===== config.mk =====
export PLATFORM = sky130hd
export DESIGN_NAME = dut_for_mer_measurement
export DESIGN_NICKNAME = d
export VERILOG_FILES = /design/src/rtl/dut_for_mer_measurement.sv
export SDC_FILE = /design/constraint.sdc
export NUM_CORES = 1
export LEC_CHECK = 0
export BUFFER_PORTS_ARGS = -buffer_cell sky130_fd_sc_hd__buf_2
export CAP_MARGIN = 20
export CORE_UTILIZATION = 60
export CTS_BUF_LIST = sky130_fd_sc_hd__clkbuf_4
export DETAILED_ROUTE_END_ITERATION = 12
export PLACE_DENSITY = 0.78
export SLEW_MARGIN = 20
export SYNTH_ARGS = -nofsm -noshare
export SYNTH_HDL_FRONTEND = slang
export SYNTH_SLANG_ARGS = --single-unit

===== constraint.sdc =====
create_clock -name clk -period 22.4 [get_ports clk]
set_input_delay 4.48 -clock clk [delete_from_list [all_inputs] [get_ports clk]]
set_output_delay 4.48 -clock clk [all_outputs]
set_load 0.02 [all_outputs]

===== src/rtl/dut_for_mer_measurement.sv =====
// ============================================================================
// Module   : dut_for_mer_measurement
// Purpose  : Symbol-rate 4-ASK channel model with programmable symmetric ISI.
//            Outputs impaired, ideal and error decision variables (1s17).
// Revision : 1.0 - initial release
// ============================================================================
`default_nettype none

module dut_for_mer_measurement (
   input  logic               clk,
   input  logic               reset,
   input  logic               clk_en,
   input  logic signed [17:0] in_data,
   input  logic signed [17:0] isi_power,
   output logic signed [17:0] decision_variable,
   output logic signed [17:0] errorless_decision_variable,
   output logic signed [17:0] error
);

   localparam logic signed [20:0] C_SAT_MAX = 21'sd131071;
   localparam logic signed [20:0] C_SAT_MIN = -21'sd131072;

   logic signed [17:0] x0_q, x1_q, x2_q;
   logic signed [17:0] dv_q, edv_q, err_q;

   logic signed [18:0] s_w;
   logic signed [36:0] p_w;
   logic signed [19:0] isi_w;
   logic signed [20:0] sum_w;
   logic signed [20:0] diff_w;
   logic signed [17:0] dv_d;
   logic signed [17:0] err_d;

   function automatic logic signed [17:0] sat18(input logic signed [20:0] v);
      if (v > C_SAT_MAX)
         return 18'sh1FFFF;
      else if (v < C_SAT_MIN)
         return 18'sh20000;
      else
         return v[17:0];
   endfunction

   // Both neighbours carry the same gain; taking bits [36:17] is the floor shift.
   always_comb begin
      s_w    = {x0_q[17], x0_q} + {x2_q[17], x2_q};
      p_w    = 37'(s_w) * 37'(isi_power);
      isi_w  = p_w[36:17];
      sum_w  = {{3{x1_q[17]}}, x1_q} + {isi_w[19], isi_w};
      dv_d   = sat18(sum_w);
      diff_w = {{3{dv_d[17]}}, dv_d} - {{3{x1_q[17]}}, x1_q};
      err_d  = sat18(diff_w);
   end

   always_ff @(posedge clk or negedge reset) begin
      if (!reset) begin
         x0_q  <= '0;
         x1_q  <= '0;
         x2_q  <= '0;
         dv_q  <= '0;
         edv_q <= '0;
         err_q <= '0;
      end else if (clk_en) begin
         x0_q  <= in_data;
         x1_q  <= x0_q;
         x2_q  <= x1_q;
         dv_q  <= dv_d;
         edv_q <= x1_q;
         err_q <= err_d;
      end
   end

   assign decision_variable           = dv_q;
   assign errorless_decision_variable = edv_q;
   assign error                       = err_q;

endmodule

`default_nettype wire


## After elaboration in Yosys (flattened, before gate mapping)

Cells that the tools add are included.

| operators by class | value |
|---|---|
| $add $sub $neg | 3 |
| $mul | 1 |
| div/mod/pow operators | 0 |
| magnitude comparators | 4 |
| equal/unequal tests | 0 |
| shift-type cells | 0 |
| mux-type cells | 4 |
| bitwise gates (word level) | 0 |
| reduce and logical (&&, ||, !) cells | 0 |

Operators with widths:

| kind | number |
|---|---|
| $mux W18 | 4 |
| $mul A19 B18 Y37 | 1 |
| $add A18 B20 Y21 | 1 |
| $gt A21 B18 Y1 const B | 1 |
| $lt A21 B18 Y1 const B | 1 |
| $add A18 B18 Y19 | 1 |
| $gt A19 B18 Y1 const B | 1 |
| $lt A19 B18 Y1 const B | 1 |
| $sub A18 B18 Y19 | 1 |

| word-level totals | value |
|---|---|
| bits in registers | 90 |
| bits in latches | 0 |
| bits in writable memories | 0 |
| ROM bits | 0 |
| output and inout port bits | 54 |
| word-level logic and storage cells | 17 |
| memories | 0 |

## Logic depth before layout (Yosys ltp)

Gate-level depths: netlist of run 1.

| depth | value |
|---|---|
| depth in word-level cells | 10 |
| mapped depth | 63 |

## Worst setup path before layout of run 1

No wires, ideal clock.

| path | value |
|---|---|
| kind | input -> register |
| start point | in isi_power[11] |
| end point | reg err_q[10], in the netlist error[10] |
| data arrival time | 14.212 ns |
| required time | 22.278 ns |
| path slack | 8.067 ns |
| stages | 45 |
| buffers on the path | 4 |
| cell sequence | buf_1 clkbuf_1 nand2_1 fa_1 inv_1 fa_1 fa_1 fa_1 fa_1 inv_1 fa_1 inv_1 ha_1 a21o_1 a221o_1 a21oi_1 o21ai_1 o2bb2ai_2 [9 not listed] o21a_1 a221oi_2 buf_2 a21o_1 ha_1 inv_1 fa_1 a21o_1 a21oi_1 nand2b_1 a211oi_1 o211ai_2 o21ai_1 o31ai_2 inv_2 o21ai_4 buf_4 o2bb2ai_1 |

| between the ends | value |
|---|---|
| cells in the longest elaborated chain, start to end | 9 |
| elaborated cells between the ends (all ways) | 11 |
| classes of those cells | add/sub: 2; mul: 1; order compare: 4; mux: 4 |

RTL lines:

| what | RTL line | source |
|---|---|---|
| start, declared | 14 | `input logic signed [17:0] isi_power,` |
| $mul A19 B18 Y37 (*) | 46 | `p_w = 37'(s_w) * 37'(isi_power);` |
| $add A18 B20 Y21 (*) | 48 | `sum_w = {{3{x1_q[17]}}, x1_q} + {isi_w[19], isi_w};` |
| $lt A21 B18 Y1 | 37 | `else if (v < C_SAT_MIN)` |
| $mux W18 | 37 |  |
| $mux W18 (*) | 35 | `if (v > C_SAT_MAX)` |
| $sub A18 B18 Y19 (*) | 50 | `diff_w = {{3{dv_d[17]}}, dv_d} - {{3{x1_q[17]}}, x1_q};` |
| $lt A19 B18 Y1 | 37 |  |
| $mux W18 | 37 |  |
| $mux W18 (*) | 35 |  |
| end signal, assigned | 68 | `err_q <= err_d;` |
| end, declared | 24 | `logic signed [17:0] dv_q, edv_q, err_q;` |

Mark *: on every way between the ends. The rest lies on a longest branch, timed or not.
A chain may end at the register's enable or synchronous reset.

## Worst setup path after layout of run 1

| path | value |
|---|---|
| start point | in isi_power[9] |
| end point | reg err_q[14], in the netlist error[14] |

Same word-level chain as after synthesis.

==> flow_metrics.env, run 1 <==
export IMPL_cts_clk_slew_worst_paths_ps=170
export IMPL_cts_tree="yes"
export IMPL_synth_top_cell_by_area="fa_1"
export IMPL_num_io_pins=93
export IMPL_route_detailed_drc=0
export IMPL_crit_path_top_delay_cell="fa_1"
export IMPL_netlist_area_um2=18500
export IMPL_worstSetupPathType="in -> reg"
export IMPL_period_needed_ps=15450
export IMPL_syn_inst=1997
export IMPL_final_cell_mix="inv_1 (408), fa_1 (340), nand2_1 (209)"
export IMPL_grt_pass1_wl_um=73100
export IMPL_async_flop_share_pct=100
export IMPL_clk_latency_ps=480
export IMPL_place_ws_ps=6320
export IMPL_finalSetupViolCount=0
export IMPL_drt_pass1_iterations=5
export IMPL_hold_violations=0
export IMPL_core_um2=30000
export IMPL_num_antenna_cells=0
export IMPL_postCtsSetupRepairBufs=0
export IMPL_avgSynthCellArea_um2=9.25
export IMPL_hold_path_class="reg -> reg"
export IMPL_end_kind="flip-flop"
export IMPL_dp_hpwl_um=35700
export IMPL_h_tree_depth=3
export IMPL_drt_iter0_drc=806
export IMPL_grt_max_degree=82
export IMPL_drv_cap=0
export IMPL_antenna_found_initial=1
export IMPL_worstMarginPinSlew_ps=1150
export IMPL_startpoint_type="input pin"
export IMPL_worstRegToRegCells=55
export IMPL_start_util_pct=61.7
export IMPL_place_gp_congestion=0.883
export IMPL_rows=63
export IMPL_fin_setup_tns_ps=0
export IMPL_drtAntennaViolNets=0
export IMPL_viasPerCell=5.65
export IMPL_cts_resized=0
export IMPL_max_slew_margin_pct=22.6
export IMPL_cts_buffers=9
export IMPL_grt_ovfl_total=0
export IMPL_outcome="complete, no violations"
export IMPL_vias=13785
export IMPL_die_y_um=178
export IMPL_slew_violations=0
export IMPL_dieArea_um2=31500
export IMPL_synth_fp_nets=2530
export IMPL_clock_path_buffers=2
export IMPL_cp_slowest_stage_delay_ps=580
export IMPL_arrival_ps=15860
export IMPL_grt_util_all_layers_pct=29.6
export IMPL_drive_gt1_share_pct=9.67
export IMPL_clock_sinks=90
export IMPL_cts_root_buf="clkbuf_4"
export IMPL_hold_buffers=0
export IMPL_synthFlopType="dfrtp_1"
export IMPL_timing_final_crit_share_pct=69.0
export IMPL_synth_area_top_cells="fa_1 (37%), dfrtp_1 (12%), ha_1 (10%)"
export IMPL_cp_max_fo=20
export IMPL_first_global_vias=15073
export IMPL_final_common_cell="inv_1"
export IMPL_seq_area_frac_synth_pct=12.2
export IMPL_worstPathRequired_ps=22810
export IMPL_portBuffers=92
export IMPL_synth_top_area_share_pct=36.8
export IMPL_ys_types=77
export IMPL_wire_per_inst_um=17.8
export IMPL_nNetsFinal=2576
export IMPL_ys_ff_latch=90
export IMPL_routed_wl_um=43400
export IMPL_yosys_warnings=0
export IMPL_grt_setup_unrepaired="no"
export IMPL_fin_skew_ps=28.4
export IMPL_clock_fmax_ghz=0.0647
export IMPL_cp_common_cell="fa_1"
export IMPL_holdWs_ps=507
export IMPL_synthToLayoutAreaGrowth_pct=5.16
export IMPL_min_delay_path_depth=1
export IMPL_synth_edf_count=0
export IMPL_setup_ws_ps=6950
export IMPL_die_width_um=178
==> flip-flops by register name (all words and copies together) (netlist names) <==
register,cells
decision_variable,18
error,18
errorless_decision_variable,18
x0_q,18
x1_q,18
==> through the flow <==
stage	instances	cell area, um^2	utilization, %
2_1_floorplan	1997	18500	-
3_3_place_gp	2422	19300	64.4
3_5_place_dp	2422	19300	64.4
4_1_cts	2438	19400	64.8
5_1_grt	2438	19400	64.9
6_report	2438	19400	64.9
==> routing by layer <==
| layer | vias to the layer above | GRT usage [%] | share of wire [%] |
|---|---|---|---|
| met5 | - | 0 | 0.030 |
| met4 | 2 | 11.1 | 3.7 |
| met3 | 127 | 3.04 | 4.4 |
| met2 | 420 | 52.8 | 52 |
| met1 | 7001 | 37.2 | 40 |
| li1 | 6235 | - | - |
==> worst max-delay path, delay by kind of cell <==
| family | cells | cell delay [ps] |
|---|---|---|
| compound gates | 20 | 5110 |
| buf+inv | 7 | 750 |
| xor+xnor | 1 | 170 |
| simple gates | 7 | 1230 |
| fa+ha+maj | 10 | 4090 |
==> worst paths after layout <==
path,from,endpoint,slack (ps)
max reg2reg,errorless_decision_variable[0]$_DFFE_PN0P_,error[14]$_DFFE_PN0P_,8180
min,decision_variable[11]$_DFFE_PN0P_,decision_variable[11]$_DFFE_PN0P_,510
max in group asynchronous,reset,errorless_decision_variable[6]$_DFFE_PN0P_,17350
max,isi_power[9],error[14]$_DFFE_PN0P_,6950
min in group asynchronous,reset,decision_variable[8]$_DFFE_PN0P_,3860
min reg2reg,decision_variable[11]$_DFFE_PN0P_,decision_variable[11]$_DFFE_PN0P_,510
==> layout make-up <==
class                           count  area (um^2)
Tap cell                          390          488
Inverter                          410         1540
Multi-Input combinational cell   1423        14400
Timing Repair Buffer              109          591
Clock buffer                        9         67.6
Fill cell                        2478        10500
Clock inverter                      7         61.3
Sequential cell                    90         2250
==> Yosys cell counts, types with 4 or more instances <==
master and number:
inv_1 408, fa_1 340, nand2_1 209, and2_1 177
ha_1 154, dfrtp_1 90, a21oi_1 70, nor2_1 66
clkbuf_1 55, o21ai_0 55, xnor2_1 48, mux2_2 36
nor2b_1 27, xor2_1 26, nand2b_1 24, a21o_1 23
o2bb2ai_1 23, nor3_1 17, o21a_1 12, buf_2 9
nand3_1 9, o21ai_1 8, a211oi_1 7, and3_1 7
a21boi_0 6, a31oi_1 6, or3_1 5, a21oi_2 4
==> kinds of logic (layout without fill, tap and decap cells) <==
family	after synthesis	in the layout	share of synthesized area (%)
AND/OR/NAND/NOR	562	562	15.3
adder cells (fa/ha/maj)	494	494	47.3
buffers and inverters	484	535	10.1
AO/OA/AOI/OAI	253	253	9.17
flip-flops	90	90	12.2
XOR/XNOR	76	76	3.68
multiplexers	38	38	2.30
Power of run 1 is not shown: default switching activity piles up to over one toggle a cycle in this logic, so the estimate is an artifact.
==> run 2: changes to the inputs <==
--- a/config.mk
+++ b/config.mk
@@ -5,12 +5,13 @@
 export SDC_FILE = /design/constraint.sdc
 export NUM_CORES = 1
 export LEC_CHECK = 0
+export ABC_AREA = 1
 export BUFFER_PORTS_ARGS = -buffer_cell sky130_fd_sc_hd__buf_2
 export CAP_MARGIN = 20
-export CORE_UTILIZATION = 60
+export CORE_UTILIZATION = 59
 export CTS_BUF_LIST = sky130_fd_sc_hd__clkbuf_4
 export DETAILED_ROUTE_END_ITERATION = 12
-export PLACE_DENSITY = 0.78
+export PLACE_DENSITY = 0.8
 export SLEW_MARGIN = 20
 export SYNTH_ARGS = -nofsm -noshare
 export SYNTH_HDL_FRONTEND = slang
==> constraint.sdc (replaced) <==
create_clock -name clk -period 12.6 [get_ports clk]
set_input_delay 2.52 -clock clk [delete_from_list [all_inputs] [get_ports clk]]
set_output_delay 2.52 -clock clk [all_outputs]
set_load 0.02 [all_outputs]
==> run 2 against run 1 <==
Die area increased by 8.4%. Global-route usage increased by 4.4 points. Critical path depth unchanged. Flip-flop and latch count unchanged. Critical endpoint is now error[0]$_DFFE_PN0P_. Wire length increased by 27%. Clock-buffer cell count increased by 1. Clock skew increased by 1.3 ps. Register-to-register slack got worse by 7300 ps. Worst setup slack got worse by 6100 ps. Design area increased by 6.7%. Synthesized cell count increased by 30%. Non-clock buffer count decreased by 1.
==> flow_metrics.env, run 2 <==
export IMPL_grt_setup_unrepaired="no"
export IMPL_crit_path_top_delay_cell="fa_1"
export IMPL_start_util_pct=60.3
export IMPL_async_flop_share_pct=100
export IMPL_seq_area_frac_synth_pct=11.4
export IMPL_avgSynthCellArea_um2=7.59
export IMPL_yosys_warnings=0
export IMPL_cp_max_fo=19
export IMPL_cts_root_buf="clkbuf_4"
export IMPL_clock_sinks=90
export IMPL_cp_slowest_stage_delay_ps=750
export IMPL_synthToLayoutAreaGrowth_pct=5.11
export IMPL_outcome="complete, no violations"
export IMPL_cts_tree="yes"
export IMPL_end_kind="flip-flop"
export IMPL_dp_hpwl_um=47200
export IMPL_postCtsSetupRepairBufs=0
export IMPL_final_common_cell="nand2_1"
export IMPL_final_cell_mix="nand2_1 (677), inv_1 (568), fa_1 (340)"
export IMPL_startpoint_type="input pin"
export IMPL_drt_iter0_drc=1377
export IMPL_h_tree_depth=3
export IMPL_num_io_pins=93
export IMPL_wire_per_inst_um=17.7
export IMPL_worstMarginPinSlew_ps=908
export IMPL_cts_resized=0
export IMPL_route_detailed_drc=0
export IMPL_synth_top_cell_by_area="fa_1"
export IMPL_die_y_um=185
export IMPL_synth_common_cells="nand2_1 (677), inv_1 (568), fa_1 (340)"
export IMPL_min_delay_path_depth=2
export IMPL_nNetsFinal=3191
export IMPL_period_needed_ps=11790
export IMPL_r2r_setup_slack_ps=910
export IMPL_hold_violations=0
export IMPL_worstSetupPathType="in -> reg"
export IMPL_synth_most_common_cell="nand2_1"
export IMPL_worstRegToRegCells=49
export IMPL_hold_path_class="reg -> reg"
export IMPL_arrival_ps=12240
export IMPL_rows=66
export IMPL_drv_cap=0
export IMPL_first_global_vias=17647
export IMPL_synth_top_area_share_pct=34.5
export IMPL_cts_clk_slew_worst_paths_ps=160
export IMPL_synth_edf_count=0
export IMPL_grt_ovfl_total=0
export IMPL_netlist_area_um2=19700
export IMPL_antenna_found_initial=0
export IMPL_timing_final_crit_share_pct=93.6
export IMPL_fin_skew_ps=29.7
export IMPL_ys_ff_latch=90
export IMPL_drtAntennaViolNets=0
export IMPL_ys_types=53
export IMPL_routed_wl_um=55100
export IMPL_finalSetupViolCount=0
export IMPL_r2r_start="errorless_decision_variable[0]$_DFFE_PN0P_"
export IMPL_slew_violations=0
export IMPL_portBuffers=92
export IMPL_syn_inst=2598
export IMPL_place_gp_congestion=1.01
export IMPL_cts_buffers=9
export IMPL_fin_setup_tns_ps=0
export IMPL_grt_max_degree=94
export IMPL_clock_path_buffers=2
export IMPL_vias=17099
export IMPL_max_slew_margin_pct=39.5
export IMPL_drt_pass1_iterations=7
export IMPL_r2r_end="error[0]$_DFFE_PN0P_"
export IMPL_synthFlopType="dfrtp_1"
export IMPL_clk_latency_ps=510
export IMPL_min_to="error[13]$_DFFE_PN0P_"
export IMPL_grt_pass1_wl_um=89700
export IMPL_dieArea_um2=34200
export IMPL_clock_fmax_ghz=0.0848
export IMPL_synth_area_top_cells="fa_1 (35%), nand2_1 (13%), dfrtp_1 (11%)"
export IMPL_worstPathRequired_ps=13040
export IMPL_viasPerCell=5.51
export IMPL_min_from="error[13]$_DFFE_PN0P_"
export IMPL_drive_gt1_share_pct=7.29
export IMPL_die_width_um=185
export IMPL_core_um2=32700
export IMPL_hold_buffers=0
export IMPL_grt_util_all_layers_pct=34.1
export IMPL_synth_fp_nets=3131
-- run 2: layout make-up --
type,instances,area (um^2)
Sequential cell,90,2250
Inverter,586,2200
Clock buffer,10,75.1
Clock inverter,6,72.6
Timing Repair Buffer,108,583
Fill cell,2939,12000
Tap cell,442,553
Multi-Input combinational cell,1863,15000
Antenna cell,1,2.50
-- run 2: through the flow --
step           instances  hold slack [ps]  setup WS, ps  instance area (um^2)  util [%]
5_1_grt             3105              517           132                 20700      63.4
4_1_cts             3105              498           905                 20700      63.4
3_3_place_gp        3089              457           606                 20600      62.9
6_report            3106              495           808                 20700      63.4
2_1_floorplan       2598              468          1720                 19700         -
3_5_place_dp        3089              459           398                 20600      62.9
-- run 2: metal layers --
metal  part of all wire [%]  vias to the layer above  track usage (%)
li1                       -                     7838                -
met1                     40                     8333             43.5
met2                     49                      781             58.5
met3                    6.9                      147             4.64
met4                    4.2                        0             13.6
met5                      0                        -                0
-- run 2: how the worst max path moves through the flow --
stage                     slack (ps)  depth (start not counted)               endpoint                start
after CTS                        900                         47  error[12]$_DFFE_PN0P_         isi_power[4]
after detailed placement         400                         45   error[0]$_DFFE_PN0P_         isi_power[4]
final                            810                         45   error[0]$_DFFE_PN0P_         isi_power[4]
after global placement           610                         45  error[14]$_DFFE_PN0P_         isi_power[6]
after global routing             130                         54  error[14]$_DFFE_PN0P_  x0_q[0]$_DFFE_PN0P_
after floorplan                 1720                         48   error[4]$_DFFE_PN0P_         isi_power[3]
-- run 2: cells by family after synthesis --
family / share of synthesized area, %
simple gates: 22.6
flops: 11.4
xor+xnor: 3.09
fa+ha+maj: 44.3
compound gates: 6.03
buf+inv: 12.6
-- run 2: worst max-delay path, delay by kind of cell --
kind                     cells  cell delay, ps
adder cells (fa/ha/maj)      9            4240
XOR/XNOR                     2             290
buffers and inverters       11            1350
AND/OR/NAND/NOR             23            3810
Power of run 2 is left out for the same reason.
==> run 3: changes to the inputs <==
--- a/config.mk
+++ b/config.mk
@@ -8,10 +8,10 @@
 export ABC_AREA = 1
 export BUFFER_PORTS_ARGS = -buffer_cell sky130_fd_sc_hd__buf_2
 export CAP_MARGIN = 20
-export CORE_UTILIZATION = 59
+export CORE_UTILIZATION = 60
 export CTS_BUF_LIST = sky130_fd_sc_hd__clkbuf_4
 export DETAILED_ROUTE_END_ITERATION = 12
-export PLACE_DENSITY = 0.8
+export PLACE_DENSITY = 0.78
 export SLEW_MARGIN = 20
 export SYNTH_ARGS = -nofsm -noshare
 export SYNTH_HDL_FRONTEND = slang
==> constraint.sdc (replaced) <==
create_clock -name clk -period 12.01 [get_ports clk]
set_input_delay 2.402 -clock clk [delete_from_list [all_inputs] [get_ports clk]]
set_output_delay 2.402 -clock clk [all_outputs]
set_load 0.02 [all_outputs]
==> run 3 against run 2 <==
Sequential share of layout area fell by 0.10 points. Cell count grew 0.74%. Clock-buffer cell count fell by 1. Wire length up 2.1%. Register-to-register slack lost 330 ps. Worst setup slack got worse by 220 ps. Design area rose by 0.97%. Core utilization rose by 1.1 points. Critical endpoint is now error[14]$_DFFE_PN0P_. Largest cell class unchanged.
==> flow_metrics.env, run 3 (synthesis results as in run 2) <==
export IMPL_antenna_found_initial=0
export IMPL_cp_max_fo=17
export IMPL_grt_ovfl_total=0
export IMPL_drt_iter0_drc=1397
export IMPL_worstSetupPathType="reg -> reg"
export IMPL_clock_sinks=90
export IMPL_drtAntennaViolNets=0
export IMPL_route_detailed_drc=0
export IMPL_first_global_vias=17373
export IMPL_dieArea_um2=33600
export IMPL_cts_root_buf="clkbuf_4"
export IMPL_cp_common_cell="nand2_1"
export IMPL_nNetsFinal=3215
export IMPL_drv_cap=0
export IMPL_cts_buffers=9
export IMPL_outcome="complete, no violations"
export IMPL_post_route_util_pct=64.5
export IMPL_fin_skew_ps=23.0
export IMPL_placed_cell_area_um2=20700
export IMPL_wire_per_inst_um=18.0
export IMPL_grt_setup_unrepaired="no"
export IMPL_die_y_um=183
export IMPL_worstPathRequired_ps=12370
export IMPL_clk_latency_ps=460
export IMPL_holdWs_ps=494
export IMPL_slew_violations=0
export IMPL_num_io_pins=93
export IMPL_final_area_um2=20900
export IMPL_routed_wl_um=56300
export IMPL_portBuffers=92
export IMPL_rows=66
export IMPL_clock_fmax_ghz=0.0875
export IMPL_clock_path_buffers=2
export IMPL_max_slew_margin_pct=40.2
export IMPL_final_cell_mix="nand2_1 (675), inv_1 (566), fa_1 (340)"
export IMPL_die_width_um=183
export IMPL_start_util_pct=60.8
export IMPL_synthToLayoutAreaGrowth_pct=6.12
export IMPL_cp_slowest_stage_delay_ps=640
export IMPL_r2r_setup_slack_ps=580
export IMPL_drt_pass1_iterations=6
export IMPL_place_gp_congestion=1.02
export IMPL_end_kind="flip-flop"
export IMPL_vias=17121
export IMPL_dp_hpwl_um=48400
export IMPL_h_tree_depth=3
export IMPL_worstMarginPinSlew_ps=897
export IMPL_hold_path_class="reg -> reg"
export IMPL_num_antenna_cells=0
export IMPL_grt_pass1_wl_um=90400
export IMPL_hold_violations=0
export IMPL_grt_max_degree=95
export IMPL_core_um2=32500
export IMPL_finalSetupViolCount=0
export IMPL_cts_clk_slew_worst_paths_ps=150
export IMPL_crit_path_top_delay_cell="xor2_2"
export IMPL_cts_tree="yes"
export IMPL_period_needed_ps=11430
export IMPL_final_common_cell="nand2_1"
export IMPL_fillers=2828
export IMPL_startpoint_type="flip-flop"
export IMPL_viasPerCell=5.47
export IMPL_timing_final_crit_share_pct=95.1
export IMPL_grt_util_all_layers_pct=34.7
export IMPL_arrival_ps=11780
export IMPL_drive_gt1_share_pct=8.41
-- run 3: cell types whose count changed in the layout (fill, tap and decap cells not counted), sizes merged --
cell | before | now
buf | 108 | 132
clkbuf | 10 | 9
bufinv | 1 | 0
diode | 1 | 0
clkinvlp | 0 | 3
inv | 582 | 581
-- run 3: critical path, delay by kind of cell, from the launching register on --
| kind | cells | cell delay (ps) |
|---|---|---|
| flops | 1 | 450 |
| xor+xnor | 1 | 640 |
| fa+ha+maj | 10 | 4430 |
| buf+inv | 6 | 790 |
| simple gates | 30 | 4100 |
| compound gates | 4 | 850 |
-- run 3: cell type report --
cell class                 count  area [um^2]  share of cell area, %
tap                          442          553                   2.64
clock inverter                 7         51.3                  0.245
multi-input combinational   1863        15000                   71.8
clock buffer                   9         67.6                  0.323
sequential                    90         2250                   10.8
inverter                     586         2210                   10.5
timing repair buffer         132          776                   3.71
-- run 3: path summary, 6_finish.rpt --
check / end / cells past startpoint / startpoint
max: error[14]$_DFFE_PN0P_ / 51 / errorless_decision_variable[2]$_DFFE_PN0P_
min: error[8]$_DFFE_PN0P_ / 2 / error[8]$_DFFE_PN0P_
min in group asynchronous: error[6]$_DFFE_PN0P_ / 1 / reset
min reg2reg: error[8]$_DFFE_PN0P_ / 2 / error[8]$_DFFE_PN0P_
max reg2reg: error[14]$_DFFE_PN0P_ / 51 / errorless_decision_variable[2]$_DFFE_PN0P_
max in group asynchronous: x1_q[17]$_DFFE_PN0P_ / 2 / reset
-- run 3: metal layers --
layer	vias up	global-route usage, %	routed length (um)
met5	-	0	0
met4	0	15.6	3020
met3	164	4.51	3700
met2	747	58.1	26700
met1	8317	45.3	22900
li1	7893	-	-
-- run 3: metrics by stage --
| stage | cells | setup WS, ps | TNS [ps] |
|---|---|---|---|
| finish | 3129 | 584 | 0 |
| global route | 3129 | 31.6 | 0 |
| CTS | 3121 | 452 | 0 |
| detailed placement | 3105 | -6.72 | -14.6 |
| global placement | 3105 | 214 | 0 |
| floorplan | 2598 | 1250 | 0 |
-- run 3: timing repair --
action / CTS / global route
setup buffers: 0 / 8
hold buffers: 0 / 0
gates resized for setup: 0 / 11
endpoints found under the setup margin: 0 / 17
Power of run 3 is left out for the same reason.
